<file path="config.mk">
export PLATFORM = sky130hd
export DESIGN_NAME = regfile_writeback
export DESIGN_NICKNAME = d
export VERILOG_FILES = /design/src/rtl/regfile_writeback.sv
export SDC_FILE = /design/constraint.sdc
export NUM_CORES = 1
export LEC_CHECK = 0
export ABC_AREA = 1
export CORE_MARGIN = 3
export CORE_UTILIZATION = 40
export CTS_CLUSTER_SIZE = 12
export DETAILED_ROUTE_END_ITERATION = 8
export HOLD_SLACK_MARGIN = 0.1
export PLACE_DENSITY = 0.58
export RECOVER_POWER = 100
export SKIP_LAST_GASP = 1
export SYNTH_ARGS = -nofsm -noshare
export SYNTH_HDL_FRONTEND = slang
export SYNTH_SLANG_ARGS = --single-unit
</file>
<file path="constraint.sdc">
create_clock -name CLK -period 4.8 [get_ports CLK]
set_input_delay 0.96 -clock CLK [delete_from_list [all_inputs] [get_ports CLK]]
set_output_delay 0.96 -clock CLK [all_outputs]
set_load 0.05 [all_outputs]
</file>
<file path="src/rtl/regfile_writeback.sv">
`default_nettype none
// ============================================================================
// Module   : regfile_writeback
// Purpose  : Merges pipeline write-backs and queued mul/div results onto the
//            single register-file write port; tracks pending mul/div dests.
// Revision : 1.0 - initial release
// ============================================================================
module regfile_writeback #(
  parameter int DEPTH  = 4,
  parameter int DATA_W = 32
) (
  input  logic                     CLK,
  input  logic                     RST_N,
  input  logic                     pipe_we,
  input  logic [4:0]               pipe_addr,
  input  logic [DATA_W-1:0]        pipe_data,
  input  logic                     md_valid,
  input  logic [4:0]               md_addr,
  input  logic [DATA_W-1:0]        md_data,
  output logic                     md_ready,
  output logic [$clog2(DEPTH):0]   md_count,
  input  logic                     issue_valid,
  input  logic [4:0]               issue_addr,
  input  logic [4:0]               rd_addr1,
  input  logic [4:0]               rd_addr2,
  output logic                     busy1,
  output logic                     busy2,
  output logic                     RegWrite,
  output logic [4:0]               Wreg_addr,
  output logic [DATA_W-1:0]        Wdata
);

  localparam int              c_aw   = $clog2(DEPTH);
  localparam logic [c_aw:0]   c_full = (c_aw + 1)'(DEPTH);

  logic [4:0]        r_fifo_addr [DEPTH];
  logic [DATA_W-1:0] r_fifo_data [DEPTH];
  logic [c_aw-1:0]   r_wr_ptr;
  logic [c_aw-1:0]   r_rd_ptr;
  logic [c_aw:0]     r_count;
  logic [31:0]       r_pending;

  logic              w_pipe;
  logic              w_push;
  logic              w_pop;
  logic [4:0]        w_head_addr;
  logic [DATA_W-1:0] w_head_data;
  logic [31:0]       w_pending_nxt;

  // Readiness looks only at registered occupancy, so a pop never frees a slot
  // for a push on the same edge.
  assign md_ready = (r_count < c_full);
  assign md_count = r_count;

  always_comb begin
    w_pipe      = pipe_we && (pipe_addr != 5'd0);
    w_push      = md_valid && md_ready && (md_addr != 5'd0);
    w_pop       = !w_pipe && (r_count != '0);
    w_head_addr = r_fifo_addr[r_rd_ptr];
    w_head_data = r_fifo_data[r_rd_ptr];
  end

  // Clear-then-set ordering makes an issue win over a same-edge pop.
  always_comb begin
    w_pending_nxt = r_pending;
    if (w_pop) begin
      w_pending_nxt[w_head_addr] = 1'b0;
    end
    if (issue_valid && (issue_addr != 5'd0)) begin
      w_pending_nxt[issue_addr] = 1'b1;
    end
    w_pending_nxt[0] = 1'b0;
  end

  assign busy1 = (rd_addr1 != 5'd0) && r_pending[rd_addr1];
  assign busy2 = (rd_addr2 != 5'd0) && r_pending[rd_addr2];

  always_ff @(posedge CLK) begin
    if (w_push) begin
      r_fifo_addr[r_wr_ptr] <= md_addr;
      r_fifo_data[r_wr_ptr] <= md_data;
    end
  end

  always_ff @(posedge CLK or negedge RST_N) begin
    if (!RST_N) begin
      r_wr_ptr  <= '0;
      r_rd_ptr  <= '0;
      r_count   <= '0;
      r_pending <= '0;
    end else begin
      r_pending <= w_pending_nxt;
      if (w_push) begin
        r_wr_ptr <= r_wr_ptr + 1'b1;
      end
      if (w_pop) begin
        r_rd_ptr <= r_rd_ptr + 1'b1;
      end
      case ({w_push, w_pop})
        2'b10:   r_count <= r_count + 1'b1;
        2'b01:   r_count <= r_count - 1'b1;
        default: r_count <= r_count;
      endcase
    end
  end

  // Write-port holds address/data when idle; only RegWrite drops.
  always_ff @(posedge CLK or negedge RST_N) begin
    if (!RST_N) begin
      RegWrite  <= 1'b0;
      Wreg_addr <= 5'd0;
      Wdata     <= '0;
    end else begin
      RegWrite <= w_pipe || w_pop;
      if (w_pipe) begin
        Wreg_addr <= pipe_addr;
        Wdata     <= pipe_data;
      end else if (w_pop) begin
        Wreg_addr <= w_head_addr;
        Wdata     <= w_head_data;
      end
    end
  end

endmodule
`default_nettype wire

</file>
==> reports/summary.txt <==
Final Slew Violations: 173
core area: 24400 um^2
post-CTS setup buffer count: 0
maximum operating frequency: 244 MHz
Max Buffers Root-to-Sink: 3
RSZ-0062 raised after global routing: no
Chip Width: 164 um
synth warn: 0
Arr. time, crit path: 3.15 ns
DR vias: 7429
worst r2r src: md_count[2]
worst reg-to-reg setup slack: 1.47 ns
post-synthesis net count: 1129
WL final: 24.9 mm
largest net degree at the start of global routing: 79
FF-to-FF End: r_fifo_data[0][16]
beginning of the critical path: rd_addr1[2]
first-pass GRT wire length: 39.3 mm
Setup CP Type: in2out
share of the clock period used by the worst path: 85.6%
synthesis-stage register bit count: 224
synthesis-to-finish area growth: 24.2%
clk root buf: clkbuf_16
post-layout min period: 4.11 ns
clock sinks: 224
antenna viol nets, final: 0
Post-synth top flop: edfxtp_1
gpl congestion: 0.868
clock slew at reported path FFs: 0.06 ns
max-slew headroom at the worst pin: -106%
Worst EP required: 3.84 ns
# rows: 57
violated checks: capacitance limit, slew limit
Leak Pwr: 5.09 nW
Largest stage delay, worst path: 0.87 ns
Vias/cell: 4.91
final setup TNS: 0 ns
DP HPWL: 16.1 mm
Ports: 138
Reg2Reg Depth: 4
CTS resizes: 0
antenna violations before repair: 5
status: finished, violations left
min-delay src: Wreg_addr[1]
# port buffers: 137
fraction of registers with async set/reset: 33.9%
EDFF count, synth: 148
hold path cells: 2
Final Setup Violations: 0
CTS Hold Bufs: 0
synth top area cells: edfxtp_1 45%, dfrtp_1 19%, nand2_1 14%
sequential share of the synthesized area: 63.7%
Iter 0 DRT Violations: 555
Min-Delay Path Class: reg2reg
proportion of layout cells with a drive suffix above 1: 4.97%
most instantiated cells after synthesis: 377 x nand2_1, 148 x edfxtp_1, 102 x nand3_1
Slowest cell on crit path: dlygate4sd3_1
crit path cell chain: clkdlybuf4s50_1 -> inv_1 -> nor2_1 -> nand2_1 -> nand3_1 -> nand2_1 -> nand3_1 -> nand3_1 -> nand2_1 -> dlygate4sd3_1
Distinct cells, synth: 32
DIE HEIGHT: 164 um
CP Launch Type: input port
Hold Path End: Wreg_addr[1]
worst vdd ir: 0.000308 V
top cell type's share of synthesized area: 44.6%
total power: 7.45 mW
CP max FO: 5
synthesized cell area: 9970 um^2
wire per inst: 16.5 um
critical path capture point type: output port
cell accounting for the most synthesized area: edfxtp_1
DRT Pass-1 Iters: 4
Synth Instances: 1029
initial core utilization: 40.9%
Tot GR Track Use: 18.5%
H-Tree Depth: 1
hold slack: 0.472 ns
Clock Skew: 0.00606 ns
Max Cap Viol: 6
gr ovfl total: 0
worst-skew pair later-pin latency: 0.53 ns
Final nets: 1267
Pwr Density: 602 nW/um^2
synthesized area per cell: 9.68 um^2
count leader, synth: nand2_1
actual slew at the worst max-slew pin: 3.10 ns
DRC viols: 0
Num CTS Buffers: 25
die area: 26800 um^2
vias in the first global route: 7203
CTS tree: done
Hold Vio Cnt, Final: 0
-- through the flow --
step / instances / area [um^2] / setup slack, ns / util (%)
detailed placement: 1464 / 11700 / 0.770 / 47.8
floorplan: 1029 / 9970 / 1.40 / -
global route: 1511 / 12400 / 0.455 / 50.7
finish: 1512 / 12400 / 0.693 / 50.7
global placement: 1464 / 11700 / 0.790 / 47.8
CTS: 1510 / 12500 / 0.773 / 51.2
-- flip-flops by register name, indices dropped and copies added, names as in the netlist --
register	flops
RegWrite	1
Wdata	32
Wreg_addr	5
md_count	3
r_fifo_addr	20
r_fifo_data	128
r_pending	31
r_rd_ptr	2
r_wr_ptr	2
-- layer usage --
layer,wire length [um],track usage [%],vias up
met1,11200,24.6,3501
met2,11900,31.7,184
li1,-,-,3707
met4,412,4.00,4
met5,21,0,-
met3,1350,3.61,33
-- logic make-up (layout without fill, tap and decap cells) --
logic type | count (synthesis) | after routing | share of synthesized area (%)
xor gates and xnor gates | 4 | 4 | 0.352
DFF | 224 | 224 | 63.7
adders and majority gates | 6 | 6 | 0.829
buffers and inverters | 111 | 268 | 4.93
and+or+nand+nor | 583 | 583 | 24.6
AOI/OAI and AO/OA | 101 | 101 | 5.57
other | 0 | 2 | 0
-- cell type report --
class | instances | area (um^2)
fill | 2241 | 12000
inverter | 70 | 263
timing repair buffer | 152 | 1460
sequential | 224 | 6350
tap | 324 | 405
multi-input combinational | 694 | 3060
clock inverter | 8 | 108
clock buffer | 38 | 724
antenna | 2 | 5.00
-- cell usage in the layout (no fill, tap or decap), types with 8 or more instances in the layout --
cell type	n
clkbuf_16	25
edfxtp_1	148
nor2_1	81
inv_1	66
clkbuf_1	16
o22ai_1	23
nand3_1	104
nor3_1	8
o21ai_0	54
dlygate4sd3_1	82
a21oi_1	12
clkdlybuf4s50_1	54
dfrtp_1	75
nand2_1	378
-- how the worst max path moves through the flow --
stage	end	slack (ns)
CTS	busy2	0.77
floorplan	r_fifo_addr[0][0]	1.40
detailed placement	busy2	0.77
global route	r_fifo_data[0][16]	0.45
finish	busy1	0.69
global placement	busy1	0.79
-- power breakdown --
group / total [mW] / switching [mW] / internal (mW)
Combinational: 2.78 / 1.99 / 0.794
Clock: 1.91 / 0.759 / 1.15
Sequential: 2.76 / 0.206 / 2.55
Total: 7.45 / 2.95 / 4.50
-- worst max-delay path: cells and delay by family --
family                 cells  cell delay [ns]
buffers and inverters      3             1.54
AND/OR/NAND/NOR            7             0.65
Power figures use the tool's default switching activity.
